File: config.mk
export PLATFORM = sky130hd
export DESIGN_NAME = grid_shot_responder
export DESIGN_NICKNAME = d
export VERILOG_FILES = /design/src/rtl/grid_shot_responder.sv
export SDC_FILE = /design/constraint.sdc
export NUM_CORES = 1
export LEC_CHECK = 0
export CAP_MARGIN = 20
export CORE_ASPECT_RATIO = 1.1
export CORE_MARGIN = 3
export CORE_UTILIZATION = 30
export DETAILED_ROUTE_END_ITERATION = 16
export GPL_TIMING_DRIVEN = 1
export HOLD_SLACK_MARGIN = 0.15
export PLACE_DENSITY = 0.6
export SYNTH_ARGS = -nofsm -noshare
export SYNTH_HDL_FRONTEND = slang
export SYNTH_SLANG_ARGS = --single-unit
File: constraint.sdc
create_clock -name clk -period 1.9 [get_ports clk]
set_input_delay 0.285 -clock clk [delete_from_list [all_inputs] [get_ports clk]]
set_output_delay 0.285 -clock clk [all_outputs]
set_load 0.01 [all_outputs]
File: src/rtl/grid_shot_responder.sv
// Defender-side shot responder: reads the own-board cell for an incoming shot,
// marks it MISS/HIT, answers with a response code and tracks remaining ship cells.
module grid_shot_responder #(
    parameter int GRID_DIM   = 10,
    parameter int SHIP_CELLS = 10,
    parameter int ADDR_W     = 7
) (
    input  logic              clk,
    input  logic              rst_n,
    input  logic              new_game,
    input  logic              shot_valid,
    output logic              shot_ready,
    input  logic [3:0]        shot_x,
    input  logic [3:0]        shot_y,
    output logic              resp_valid,
    input  logic              resp_ready,
    output logic [1:0]        resp_code,
    output logic              resp_repeat,
    output logic [ADDR_W-1:0] mem_addr,
    input  logic [1:0]        mem_rd_data,
    output logic              mem_wr_en,
    output logic [1:0]        mem_wr_data,
    output logic [4:0]        ships_left,
    output logic              defeated
);

    typedef enum logic [1:0] {IDLE, READ, EVAL, RESP} state_t;

    localparam logic [1:0] CODE_INVALID = 2'b00;
    localparam logic [1:0] CELL_SHIP    = 2'b01;

    state_t            state;
    logic              coord_ok;
    logic [ADDR_W-1:0] shot_addr;
    logic [1:0]        marked_cell;

    assign coord_ok  = (int'(shot_x) < GRID_DIM) && (int'(shot_y) < GRID_DIM);
    assign shot_addr = ADDR_W'(int'(shot_y) * GRID_DIM + int'(shot_x));

    // EMPTY->MISS and MYSHIP->HIT, while MISS/HIT map onto themselves: the
    // outcome is always {1, low bit of the stored code}.
    assign marked_cell = {1'b1, mem_rd_data[0]};

    // NOTE: every signal assigned here gets a default first so no latch is inferred.
    // The strobe is combinational because the read data only arrives during EVAL;
    // new_game and reset kill it in the same cycle.
    always_comb begin
        mem_wr_en   = 1'b0;
        mem_wr_data = 2'b00;
        if (state == EVAL && rst_n && !new_game && !mem_rd_data[1]) begin
            mem_wr_en   = 1'b1;
            mem_wr_data = marked_cell;
        end
    end

    // NOTE: sequential state uses non-blocking assignments only, so every register
    // samples pre-edge values regardless of statement order.
    always_ff @(posedge clk) begin
        if (!rst_n) begin
            state       <= IDLE;
            shot_ready  <= 1'b1;
            resp_valid  <= 1'b0;
            resp_code   <= CODE_INVALID;
            resp_repeat <= 1'b0;
            mem_addr    <= '0;
            ships_left  <= 5'(SHIP_CELLS);
            defeated    <= 1'b0;
        end else if (new_game) begin
            state      <= IDLE;
            shot_ready <= 1'b1;
            resp_valid <= 1'b0;
            ships_left <= 5'(SHIP_CELLS);
            defeated   <= 1'b0;
        end else begin
            case (state)
                IDLE: begin
                    if (shot_valid && shot_ready) begin
                        shot_ready  <= 1'b0;
                        resp_repeat <= 1'b0;
                        if (coord_ok) begin
                            // Address is issued on acceptance so the RAM data lands in EVAL.
                            mem_addr <= shot_addr;
                            state    <= READ;
                        end else begin
                            resp_code  <= CODE_INVALID;
                            resp_valid <= 1'b1;
                            state      <= RESP;
                        end
                    end
                end
                READ: begin
                    state <= EVAL;
                end
                EVAL: begin
                    resp_code   <= marked_cell;
                    resp_repeat <= mem_rd_data[1];
                    if (mem_rd_data == CELL_SHIP && ships_left != 5'd0) begin
                        ships_left <= ships_left - 5'd1;
                        if (ships_left == 5'd1) begin
                            defeated <= 1'b1;
                        end
                    end
                    resp_valid <= 1'b1;
                    state      <= RESP;
                end
                RESP: begin
                    if (resp_ready) begin
                        resp_valid <= 1'b0;
                        shot_ready <= !defeated;
                        state      <= IDLE;
                    end
                end
                default: state <= IDLE;
            endcase
        end
    end

endmodule

==> Word-level counts from Yosys, hierarchy flattened <==
Cells that the tools add are included.
{ "totals": {"mem_bits_rw": 0, "n_memories": 0, "reg_bits": 20, "latch_bits": 0, "rom_bits": 0, "output_inout_bits": 21} }
{ "op_classes": {"n_addsub": 2, "n_mul": 1, "n_bitwise": 2, "n_reduce_logical": 23, "n_shift": 0, "n_lt_le_gt_ge": 2, "n_div": 0, "n_mux": 17, "eq_ne": 8} }
{ "ops": {"columns": ["op", "n"], "rows": [
  ["$mux W2", 6],
  ["$reduce_and A4 Y1", 3],
  ["$reduce_and A3 Y1", 3],
  ["$lt A4 B4 Y1 const B", 2],
  ["$pmux W2 S4", 1],
  ["$add A7 B4 Y7", 1],
  ["$logic_and A1 B1 Y1", 6],
  ["$mul A4 B3 Y6 const B", 1],
  ["$mux W1", 6],
  ["$ne A2 B2 Y1 const B", 3],
  ["$eq A5 B1 Y1 const B", 1],
  ["$reduce_bool A5 Y1", 1],
  ["$sub A5 B1 Y5 const B", 1],
  ["$eq A2 B1 Y1 const B", 2],
  ["$eq A2 B2 Y1 const B", 2],
  ["$pmux W1 S2", 2],
  ["$pmux W2 S2", 1],
  ["$reduce_and A2 Y1", 2],
  ["$reduce_bool A2 Y1", 2],
  ["$logic_not A1 Y1", 3],
  ["$pmux W1 S3", 1],
  ["$reduce_bool A3 Y1", 1],
  ["$logic_not A2 Y1", 1],
  ["$not A1 Y1", 2],
  ["$reduce_or A2 Y1", 1]
]} }

==> Depth between registers and ports, before layout <==
{ "logic_depth": {"word_depth": 5, "mapped_depth": 8, "depth_no_buf": 8} }

==> Worst setup path before layout <==
Ideal clock, no wire load.
{ "synth_timing": {"path_type": "input to register", "from": "input shot_y[1]", "to": "register mem_addr[6]", "path_stages": 8, "path_buffers": 0, "setup_ns": 0.119, "path_slack_ns": 0.081, "arrival_ns": 1.700, "cell_sequence": "ha_1 > ha_1 > inv_1 > fa_1 > nand2b_1 > a21oi_1 > xnor2_1 > a21oi_1"} }
{ "synth_via": {"elab_chain_len": 3, "elab_cells_between_ends": 5, "cone_classes": "add/sub (1); mul (1); order compare (1); reduce/logical (2)"} }
{ "synth_rtl": {"columns": ["item", "line_no", "text"], "rows": [
  ["start, declared", "14", "input logic [3:0] shot_y,"],
  ["branches (longest 3 deep; another with $add A7 B4 Y7)", null, null],
  ["end signal, assigned", "82", "mem_addr <= shot_addr;"],
  ["end, declared", "19", "output logic [ADDR_W-1:0] mem_addr,"]
]} }
Parallel ways; which one is timed is not known.
A chain may end at the register's enable or synchronous reset.

==> Worst setup path in the final report <==
{ "layout_timing": {"from": "input shot_y[3]", "to": "register mem_addr[6]"} }
Same word-level chain as after synthesis.

==> impl_metrics.yaml <==
status:
  status: "completed"
floorplanning:
  start_util_pct: 32.29
  die_x_um: 66.74
  rows: 23
  chipHeight_um: 72.81
  coreArea_um2: 3770
  die_area_um2: 4859
  ios: 36
global_route:
  grt_usage_pct: 13.27
  grt_pass1_wl_um: 4954
  grt_max_degree: 14
  antenna_found_initial: 0
  overflow: 0
  first_global_vias: 1144
sta:
  final_max_slew_viol_count: 0
  hold_viol: 0
  tightest_slew_ns: 0.2968
  setup_viol: 0
  layout_min_cycle_time_ns: 1.797
  max_freq_mhz: 556.5
  fin_crit_sh_pct: 94.58
  max_slew_margin_pct: 80.11
  fin_skew_ns: 0.006153
  finalWorstSetupSlack_ns: 0.1030
  rsz0062_at_grt: "no"
final_layout:
  drive_gt1_share_pct: 17.30
  nets: 216
  final_util_pct: 47.73
  synthToLayoutAreaGrowth_pct: 47.79
  diodes: 0
  fin_cells: 235
  n_fill_cell: 380
synth:
  synth_xor_area_share_pct: 5.036
  yosysSeqAreaShare_pct: 32.89
  muxShareOfSynthArea_pct: 2.467
  synth_fa_ha_area_share_pct: 16.65
  avgSynthCellArea_um2: 9.154
  synth_top_family_by_area: "simple AND/OR/NAND/NOR gates"
  ys_ff_latch: 20
  async_reset_ff_share_pct: 0
  synth.cell_area_um2: 1217
  yosysWarnings: 0
  synth_ff_type: "dfxtp_1"
  synth.net_count: 163
  yosys.area_share.simple_pct: 19.22
  synth_edf_count: 0
  synth-compound-area-share_pct: 17.27
  postSynthCellCount: 133
  synthDistinctLibCells: 39
setup_path:
  cp_data_required_time_ns: 2.06
  critPathLaunchType: "input pin"
  r2r_cells: 6
  worstSetupEndpointType: "flop"
  path_depth: 9
  path_cells: "dlygate4sd2_1 -> ha_1 -> ha_2 -> inv_2 -> fa_1 -> nand2b_4 -> a21oi_2 -> xnor2_1 -> a21oi_1"
  worstPathArrival_ns: 1.96
  critPathTopFamily: "adder cells"
  cp_num_buf_inv: 2
  slowest_stage: "fa_1"
  path_class: "in -> reg"
  worstPathMaxFanout: 2
  slowest_delay_ns: 0.43
pwr:
  leakage_uw: 0.0007528
  p_total_uw: 1070
  powerDensity_nw_per_um2: 594.7
  ir_worst_vdd_mv: 0.2057
routing:
  drtIter0Drc: 32
  drc: 0
  vias: 1128
  firstDrtPassIters: 4
  wl_per_cell_um: 12.92
  wl_um: 3036
  ant_nets: 0
  routed_via_density: 4.800
cts:
  h-tree-depth: 1
  clk_latency_ns: 0.27
  root_buffer: "clkbuf_8"
  numCtsBuffers: 3
  clock-sinks: 20
  cts_hold_buf: 0
  cts_tree: "yes"
  clockBufferDepth: 2
  cts.clk_slew.worst_paths_ns: 0.08
place:
  place_inst: 231
  dp_hpwl_um: 2454
  portBuffers: 35
  gp_congestion: 0.8112
  dp_slack_ns: -0.4509
worst_hold_path:
  whs_path_depth: 2
  hold_path_class: "reg -> reg"
flow_run:
  maxCapViolCount: 0
[flip-flops by register name (all words and copies together), names as in the netlist]
name         flops
mem_addr         7
defeated         1
state            2
shot_ready       1
ships_left       5
resp_valid       1
resp_repeat      1
resp_code        2
[through the flow]
stage / hold slack [ns] / instance area [µm²] / setup TNS [ns]
after floorplan: 0.4210 / 1217 / 0
after global placement: 0.4486 / 1728 / -1.080
after detailed placement: 0.4530 / 1728 / -1.355
after CTS: 0.4652 / 1794 / 0
after global routing: 0.4851 / 1799 / 0
final: 0.4610 / 1799 / 0
[report_power, final]
group          switching [µW]  leakage, µW  internal [µW]
logic                     129     0.000562            155
clock network             157    0.0000288            185
registers                10.5     0.000162            434
[metal layers]
metal | track usage [%] | part of all wire, % | wire, µm
met5 | 0 | 0 | 0
met4 | 7.223 | 2.2 | 66
met3 | 2.465 | 3.5 | 105
met2 | 22.03 | 49 | 1485
met1 | 16.02 | 45 | 1379
[path summary, 6_finish.rpt]
kind | slack (ns) | startpoint | to
worst min register to register | 0.46 | ships_left[4] | ships_left[4]
worst max-delay path | 0.10 | shot_y[3] | mem_addr[6]
worst max register to register | 0.24 | state[0] | resp_valid
worst min-delay path | 0.46 | ships_left[4] | ships_left[4]
[logic make-up (layout without fill, tap and decap cells)]
kind of cell             after synthesis  count (layout)
XOR/XNOR                               7               7
adder cells (fa/ha/maj)               15              15
buffers and inverters                 16              68
AND/OR/NAND/NOR                       42              42
flip-flops                            20              20
AO/OA/AOI/OAI                         30              30
multiplexers                           3               3
[placed cells by master, fill, tap and decap left out, drive strengths merged, types with 3 or more instances in the layout]
| cell type | instances |
|---|---|
| clkdlybuf4s50 | 28 |
| dfxtp | 20 |
| buf | 18 |
| ha | 13 |
| inv | 11 |
| nand2 | 9 |
| o21ai | 8 |
| a21oi | 8 |
| nor2 | 7 |
| xnor2 | 7 |
| dlygate4sd2 | 6 |
| nand3 | 5 |
| nor2b | 5 |
| nand2b | 5 |
| clkbuf | 4 |
| mux2i | 3 |
[synth_stat cells, drive strengths merged (2+ instances only)]
| cell | instances | area share [%] |
|---|---|---|
| a21boi | 2 | 1.2 |
| a21oi | 8 | 3.6 |
| and3 | 2 | 1.0 |
| buf | 4 | 2.8 |
| dfxtp | 20 | 33 |
| fa | 2 | 3.3 |
| ha | 13 | 13 |
| inv | 11 | 3.4 |
| mux2i | 3 | 2.5 |
| nand2 | 9 | 3.0 |
| nand2b | 5 | 2.6 |
| nand3 | 5 | 2.1 |
| nor2 | 7 | 2.2 |
| nor2b | 5 | 2.6 |
| nor3 | 2 | 1.2 |
| nor3b | 2 | 1.2 |
| o21ai | 8 | 3.3 |
| o22ai | 2 | 1.0 |
| o31ai | 2 | 1.2 |
| xnor2 | 7 | 5.0 |
[worst reg2reg max path: stages (launching register included)]
cell and delay [ns]:
dfxtp_1 0.37, inv_1 0.09, ha_1 0.27, buf_4 0.18, and3_1 0.17, or4_1 0.40, a21oi_1 0.13
[layout make-up]
cell class	count	area [µm²]	area share (%)
Tap cell	50	62.56	3.477
Inverter	11	41.29	2.295
Clock buffer	4	55.05	3.060
Multi-Input combinational cell	97	759.5	42.21
Timing Repair Buffer	53	480.5	26.70
Sequential cell	20	400.4	22.25
[repair_timing]
item                       in CTS  in global routing
gates resized for setup        11                  2
pin swaps                       3                  2
setup endpoints to repair       5                  1
gates cloned                    0                  0
buffers inserted                0                  0
Power figures use the tool's default switching activity.
